`src/rtl/proc_pkg.sv`:
```
// Shared definitions for the base-processor control path: opcodes, timestep
// encoding and instruction field positions.
package proc_pkg;

    localparam int IR_W    = 9;
    localparam int III_LSB = 6;
    localparam int X_LSB   = 3;
    localparam int Y_LSB   = 0;

    localparam logic [2:0] OP_MV  = 3'b000;
    localparam logic [2:0] OP_MVI = 3'b001;
    localparam logic [2:0] OP_ADD = 3'b010;
    localparam logic [2:0] OP_SUB = 3'b011;

    typedef enum logic [1:0] {
        T0 = 2'd0,
        T1 = 2'd1,
        T2 = 2'd2,
        T3 = 2'd3
    } tstep_e;

    function automatic logic [2:0] ir_field(input logic [IR_W-1:0] ir, input int lsb);
        return ir[lsb +: 3];
    endfunction

endpackage

```
`src/rtl/dec3to8.sv`:
```
// 3-to-8 one-hot decoder with enable; used for register write and bus-drive selects.
module dec3to8 (
    input  logic [2:0] w,
    input  logic       en,
    output logic [7:0] y
);

    always_comb begin
        y = '0;
        if (en) begin
            y[w] = 1'b1;
        end
    end

endmodule

```
`src/rtl/proc_ctrl.sv`:
```
// Control unit of the base processor: fetches a 9-bit instruction in T0 and
// sequences the register file, bus mux and add/sub unit over T1..T3.
module proc_ctrl
    import proc_pkg::*;
#(
    parameter int DATAW = 16
) (
    input  logic             clock,
    input  logic             resetn,
    input  logic             run,
    input  logic [DATAW-1:0] din,
    output logic             irin,
    output logic [7:0]       rin,
    output logic [7:0]       rout,
    output logic             gout,
    output logic             dinout,
    output logic             ain,
    output logic             gin,
    output logic             sub,
    output logic             done
);

    tstep_e          tstep_q, tstep_d;
    logic [IR_W-1:0] ir_q, ir_d;

    logic [2:0] op, x_sel, y_sel, rout_sel;
    logic       rin_en, rout_en;

    assign op    = ir_field(ir_q, III_LSB);
    assign x_sel = ir_field(ir_q, X_LSB);
    assign y_sel = ir_field(ir_q, Y_LSB);

    // Only the low instruction bits are ever latched; the rest is data-only.
    generate
        if (DATAW > IR_W) begin : g_din_upper
            logic unused_din_upper;
            assign unused_din_upper = ^din[DATAW-1:IR_W];
        end
    endgenerate

    // Every control is forced low while resetn is asserted, irin included.
    always_comb begin
        irin     = 1'b0;
        gout     = 1'b0;
        dinout   = 1'b0;
        ain      = 1'b0;
        gin      = 1'b0;
        sub      = 1'b0;
        done     = 1'b0;
        rin_en   = 1'b0;
        rout_en  = 1'b0;
        rout_sel = y_sel;
        if (resetn) begin
            case (tstep_q)
                T0: irin = run;
                T1: begin
                    case (op)
                        OP_MV: begin
                            rout_en = 1'b1;
                            rin_en  = 1'b1;
                            done    = 1'b1;
                        end
                        OP_MVI: begin
                            dinout = 1'b1;
                            rin_en = 1'b1;
                            done   = 1'b1;
                        end
                        OP_ADD, OP_SUB: begin
                            rout_en  = 1'b1;
                            rout_sel = x_sel;
                            ain      = 1'b1;
                        end
                        default: done = 1'b1;
                    endcase
                end
                T2: begin
                    if (op == OP_ADD || op == OP_SUB) begin
                        rout_en = 1'b1;
                        gin     = 1'b1;
                        sub     = (op == OP_SUB);
                    end
                end
                T3: begin
                    if (op == OP_ADD || op == OP_SUB) begin
                        gout   = 1'b1;
                        rin_en = 1'b1;
                        done   = 1'b1;
                    end
                end
                default: ;
            endcase
        end
    end

    dec3to8 u_dec_rin (
        .w  (x_sel),
        .en (rin_en),
        .y  (rin)
    );

    dec3to8 u_dec_rout (
        .w  (rout_sel),
        .en (rout_en),
        .y  (rout)
    );

    always_comb begin
        ir_d    = ir_q;
        tstep_d = tstep_q;
        if (tstep_q == T0) begin
            if (run) begin
                ir_d    = din[IR_W-1:0];
                tstep_d = T1;
            end
        end else if (done) begin
            tstep_d = T0;
        end else begin
            tstep_d = tstep_e'(tstep_q + 2'd1);
        end
    end

    always_ff @(posedge clock or negedge resetn) begin
        if (!resetn) begin
            tstep_q <= T0;
            ir_q    <= '0;
        end else begin
            tstep_q <= tstep_d;
            ir_q    <= ir_d;
        end
    end

endmodule
```
`config.mk`:
```
export PLATFORM = sky130hd
export DESIGN_NAME = proc_ctrl
export DESIGN_NICKNAME = d
export VERILOG_FILES = /design/src/rtl/proc_pkg.sv /design/src/rtl/dec3to8.sv /design/src/rtl/proc_ctrl.sv
export SDC_FILE = /design/constraint.sdc
export NUM_CORES = 1
export LEC_CHECK = 0
export BUFFER_PORTS_ARGS = -buffer_cell sky130_fd_sc_hd__buf_2
export CORE_MARGIN = 2
export CORE_UTILIZATION = 43
export CTS_CLUSTER_DIAMETER = 60
export DETAILED_ROUTE_END_ITERATION = 12
export HOLD_SLACK_MARGIN = 0.02
export PLACE_DENSITY = 0.87
export SLEW_MARGIN = 10
export SYNTH_ARGS = -nofsm -noshare
export SYNTH_HDL_FRONTEND = slang
export SYNTH_SLANG_ARGS = --single-unit
export TNS_END_PERCENT = 100
```
`constraint.sdc`:
```
create_clock -name clock -period 2 [get_ports clock]
set_input_delay 0.4 -clock clock [delete_from_list [all_inputs] [get_ports clock]]
set_output_delay 0.4 -clock clock [all_outputs]
set_load 0.05 [all_outputs]
```
# Word level (Yosys, flattened, before mapping)
# Cells that the tools add are included.
[word_totals]
register_bits = 11
input_bits = 19
out_inout_bits = 23
elab_cells = 60
[classes]
add_sub_neg = 1
magnitude_cmp = 4
eq_ne = 7
n_mux = 37
n_reduce_logical = 9
[ops]
columns = ["operator", "count"]
rows = [
  ["$mux W1", 24],
  ["$mux W8", 2],
  ["$mux W3", 3],
  ["$lt A3 B4 Y1 const B", 2],
  ["$demux W1 S3", 2],
  ["$eq A3 B2 Y1 const B", 2],
  ["$ge A3 B1 Y1 const B", 2],
  ["$mux W2", 3],
  ["$pmux W1 S2", 3],
  ["$eq A2 B2 Y1 const B", 2],
  ["$reduce_or A2 Y1", 2],
  ["$eq A3 B1 Y1 const B", 1],
  ["$logic_not A3 Y1", 1],
  ["$reduce_or A3 Y1", 1],
  ["$add A2 B1 Y2 const B", 1],
  ["$eq A2 B1 Y1 const B", 1],
  ["$logic_and A1 B1 Y1", 2],
  ["$logic_not A2 Y1", 1],
  ["$ne A2 B2 Y1 const B", 1],
  ["$reduce_and A2 Y1", 1],
  ["$logic_or A1 B1 Y1", 1],
]

# Depth between registers and ports, before layout
[depth]
depth_word = 10
mapped_depth = 6
mapped_depth_nobuf = 6

# Cells and area by module
# Synthesis repeated with hierarchy kept, for this count alone.
[unflattened]
cells_unflattened = 70
area_unflattened_um2 = 848.3
[by_module_without_submodules]
columns = ["mod", "n_inst", "cells_each", "area_each_um2", "seq_area_each_um2"]
rows = [
  ["proc_ctrl", 1, 54, 656.9, 275.3],
  ["dec3to8 (u_dec_rin)", 1, 8, 96.3, 0.0],
  ["dec3to8 (u_dec_rout)", 1, 8, 95.1, 0.0],
]

# Worst setup path after synthesis
# OpenSTA, ideal clock, no wires.
[synth_path]
path_kind = "reg2out"
startpoint = "register tstep_q[1]"
endpoint = "output port rin[0]"
arrival_ns = 2.146
required_time_ns = 1.600
setup_slack_ns = -0.546
stages_incl_launch_ff = 7
path_buffers = 0
path_cell_list = "dfrtp_1 inv_1 ha_1 nand2b_1 a21oi_1 nand2b_1 nor3_1"
[synth_via]
elab_chain_len = 4
word_cells_on_any_way = 5
cone_classes = "eq/ne (2); mux (3)"
[synth_rtl]
columns = ["element", "line", "source"]
rows = [
  ["start: declaration", "proc_ctrl.sv:23", "tstep_e tstep_q, tstep_d;"],
  ["start signal: assignment", "proc_ctrl.sv:127", "tstep_q <= tstep_d;"],
  ["$eq A2 B2 Y1 / $eq A2 B1 Y1 (equally long branches)", "proc_ctrl.sv:54", "case (tstep_q)"],
  ["$pmux W1 S2 (*)", "proc_ctrl.sv:54", ""],
  ["$mux W1 (*)", "proc_ctrl.sv:53", "if (resetn) begin"],
  ["$mux W8 (*)", "dec3to8.sv:10", "if (en) begin"],
  ["end: declaration", "proc_ctrl.sv:13", "output logic [7:0] rin,"],
]
# Mark *: on every way between the ends. The rest lies on a longest branch, timed or not.

# Final worst setup path
[layout_path]
startpoint = "register tstep_q[1]"
endpoint = "output port rout[6]"
[layout_via]
elab_chain_len = 8
word_cells_on_any_way = 12
cone_classes = "order compare (2); eq/ne (2); mux (7); reduce/logical (1)"
[layout_rtl]
columns = ["element", "line", "source"]
rows = [
  ["$eq A2 B1 Y1", "proc_ctrl.sv:54", ""],
  ["$mux W3", "proc_ctrl.sv:54", ""],
  ["$mux W3", "proc_ctrl.sv:53", ""],
  ["$lt A3 B4 Y1 (not written as such) / $ge A3 B1 Y1 (equally long branches)", "dec3to8.sv:11", "y[w] = 1'b1;"],
  ["$logic_and A1 B1 Y1 (not written as such)", "dec3to8.sv:11", ""],
  ["$mux W1 (not written as such)", "dec3to8.sv:11", ""],
  ["$demux W1 S3", "n/a", ""],
  ["$mux W8 (*)", "dec3to8.sv:10", ""],
  ["end: declaration", "proc_ctrl.sv:14", "output logic [7:0] rout,"],
]
# Marked as above.

==> out/qor.json <==
{
  "synth": {
    "synthDistinctLibCells": 23,
    "synth.top_cell.area_share_pct": 35.3,
    "synth_warnings": 0,
    "ys_dominant_reg_cell": "dfrtp_1",
    "async_sr_flop_fraction_pct": 100,
    "syn_avg_cell_area_um2": 9.88,
    "ys_seq_area_share_pct": 35.3,
    "yosysTopAreaCell": "dfrtp_1",
    "synthesized_netlist_net_count": 102,
    "ys_ff_latch": 11,
    "synthTopCellsByCount": "15 x nor2_1, 11 x dfrtp_1, 9 x mux2_2",
    "post-synth-top-count-cell": "nor2_1",
    "synth_edf_count": 0,
    "gate_count_post_synth": 79,
    "post_synth_instance_area_um2": 781,
    "largest_cells_by_area_after_synthesis": "dfrtp_1 35%, mux2_2 13%, nor2_1 7.2%, ha_1 6.4%, mux2i_4 5.8%"
  },
  "routing": {
    "route.vias.total": 843,
    "drt-vias-per-instance": 5.30,
    "wirelength_mm": 2.57,
    "dr.first_iter.drc_count": 5,
    "drtPass1Iterations": 4,
    "drc_violations": 0,
    "ant_nets": 0,
    "wl_per_cell_um": 16.2
  },
  "sta": {
    "fin_crit_ns": 2.37,
    "slew_viol_final": 0,
    "max_clock_freq_mhz": 423,
    "setup_tns_ns": -3.68,
    "rsz0062_at_grt": "true",
    "layout_worst_path_cycle_share_pct": 118,
    "post-route-worst-setup-slack_ns": -0.367,
    "slew_headroom_pct": 75.0,
    "hold_ws_ns": 0.158,
    "timing_worst_slew_pin_value_ns": 0.374,
    "report.final.setup_viol": 16,
    "report.final.hold_viol_count": 0,
    "clock-skew-final_ns": 0.00525
  },
  "global_route": {
    "grt_antenna_before_repair": 0,
    "grt_usage_pct": 23.2,
    "first_global_vias": 801,
    "grt.overflow.total": 0,
    "grt_first_pass_wirelength_mm": 3.51,
    "grt_start_max_net_pins": 15
  },
  "cells_and_area": {
    "ff_latch_area_um2": 277,
    "multi_input_comb_area_um2": 703,
    "finalCoreUtilization_pct": 88.5,
    "fin_nets": 158,
    "areaGrowthSynthToFinish_pct": 93.6,
    "fillers": 84,
    "num_antenna_cells": 0,
    "drive_gt1_share_pct": 78.4,
    "post-route-cell-area_um2": 1510
  },
  "cts": {
    "cts_made_buffers": 3,
    "tritoncts": "yes",
    "clkTransAtPathRegs_ns": 0.07,
    "numClockSinks": 11,
    "clock_tree.htree_level_count": 1,
    "insertion_delay_ns": 0.26,
    "cts.root.buffer_cell": "clkbuf_4",
    "cts-root-to-sink-buffers": 2
  },
  "critical_path": {
    "slowest_stage": "dfrtp_1",
    "timing.critical_path.to_type": "output pin",
    "cp_data_arrival_time_ns": 1.97,
    "worst-setup-path-type": "reg2out",
    "setup.worst_path.start_class": "register",
    "critPathMaxStageDelay_ns": 0.39,
    "cp.buffers_inverters": 4,
    "crit_path_cell_chain": "inv_2, ha_4, nand4b_4, buf_12, mux2i_4, buf_4, nor3_4, buf_6",
    "crit_path_max_fanout": 5,
    "cpLargestDelayFamily": "buffers and inverters",
    "worstPathRequired_ns": 1.60
  },
  "pwr": {
    "total_power_mw": 2.10,
    "max-vdd-ir-drop_mv": 1.01,
    "leakagePower_nw": 0.682,
    "power.density_nw_per_um2": 1390
  },
  "outcome": {
    "failed_checks": "setup timing",
    "run_status": "finished, violations left"
  },
  "die": {
    "chipWidth_um": 46.6,
    "die_outline_height_um": 46.6,
    "io-pin-count": 42,
    "core_um2": 1710,
    "floorplan.initialDensity_pct": 45.7,
    "core.rowCount": 15,
    "fp.dieArea_um2": 2170
  },
  "run": {
    "max_cap_violations": 0
  },
  "placed_design": {
    "dpl_cell_area_um2": 1170,
    "place.gp.congestion": 0.795,
    "dpl.hpwl_mm": 1.44,
    "io_buffer_count": 34
  },
  "worst_hold_path": {
    "worst_hold_path_type": "in2async"
  }
}
per-layer routing:
metal	GRT usage (%)	vias to the layer above	share of wire, %
li1	-	388	-
met1	29.1	413	41
met2	38.3	36	53
met3	2.35	6	3.7
met4	13.3	0	1.9
met5	0	-	0
cells in the final DEF, fill, tap and decap left out, drive strengths merged:
cell and n:
a21o 1, a21oi 1, and2 1, and2b 1, and3 2, buf 51
clkbuf 4, dfrtp 11, ha 4, inv 5, mux2 9, mux2i 4
nand2 6, nand2b 7, nand4 1, nand4b 2, nor2 15, nor2b 1
nor3 5, o21ai 1, o31ai 1, o32ai 1
report_power, final:
| group | leakage (nW) | internal, mW | total, mW | switching (mW) |
|---|---|---|---|---|
| registers | 0.129 | 0.340 | 0.504 | 0.164 |
| logic | 0.538 | 0.677 | 1.45 | 0.776 |
| clock network | 0.0150 | 0.0770 | 0.144 | 0.0666 |
sequential cells by signal, indices dropped and copies added, names as in the netlist:
name and cells:
ir_q 9, tstep_q 2
worst paths after layout:
path                            cells after the start    endpoint  slack (ns)  startpoint
max in group asynchronous                           2     ir_q[7]        1.67      resetn
worst min-delay path                                2  tstep_q[1]        0.16      resetn
min in group clock                                  2     ir_q[8]        0.37      din[8]
worst min register to register                      1     ir_q[6]        0.55     ir_q[6]
worst max register to register                      6     ir_q[5]        0.31  tstep_q[1]
worst max-delay path                                8     rout[6]       -0.37  tstep_q[1]
through the flow:
step                      cells  setup slack (ns)
final                       159            -0.367
after floorplan              79            -0.217
after detailed placement    150            -0.105
after global routing        159            -0.460
after global placement      150           -0.0599
after CTS                   159            -0.292
kinds of logic (layout without fill, tap and decap cells):
| kind of cell | after synthesis | after routing | synth area share [%] |
|---|---|---|---|
| AND/OR/NAND/NOR | 41 | 41 | 30.3 |
| multiplexers | 13 | 13 | 21.3 |
| flip-flops | 11 | 11 | 35.3 |
| AO/OA/AOI/OAI | 5 | 5 | 4.33 |
| buffers and inverters | 5 | 60 | 2.40 |
| adder cells (fa/ha/maj) | 4 | 4 | 6.41 |
timing repair:
| item | 4_1_cts | 5_1_grt |
|---|---|---|
| setup buffers | 5 | 1 |
| pin swaps | 11 | 3 |
| resized for setup | 52 | 21 |
| gates cloned | 0 | 0 |
| hold endpoints to repair | 0 | 0 |
| endpoints found under the setup margin | 16 | 19 |
| hold buffers | 0 | 0 |
area by class of cell:
type / count / area share [%]
Sequential cell: 11 / 18.3
Timing Repair Buffer: 51 / 30.1
Clock buffer: 4 / 1.74
Inverter: 5 / 1.24
Tap cell: 25 / 2.07
Multi-Input combinational cell: 63 / 46.5
Note: power is estimated with default switching activity, not from simulation.
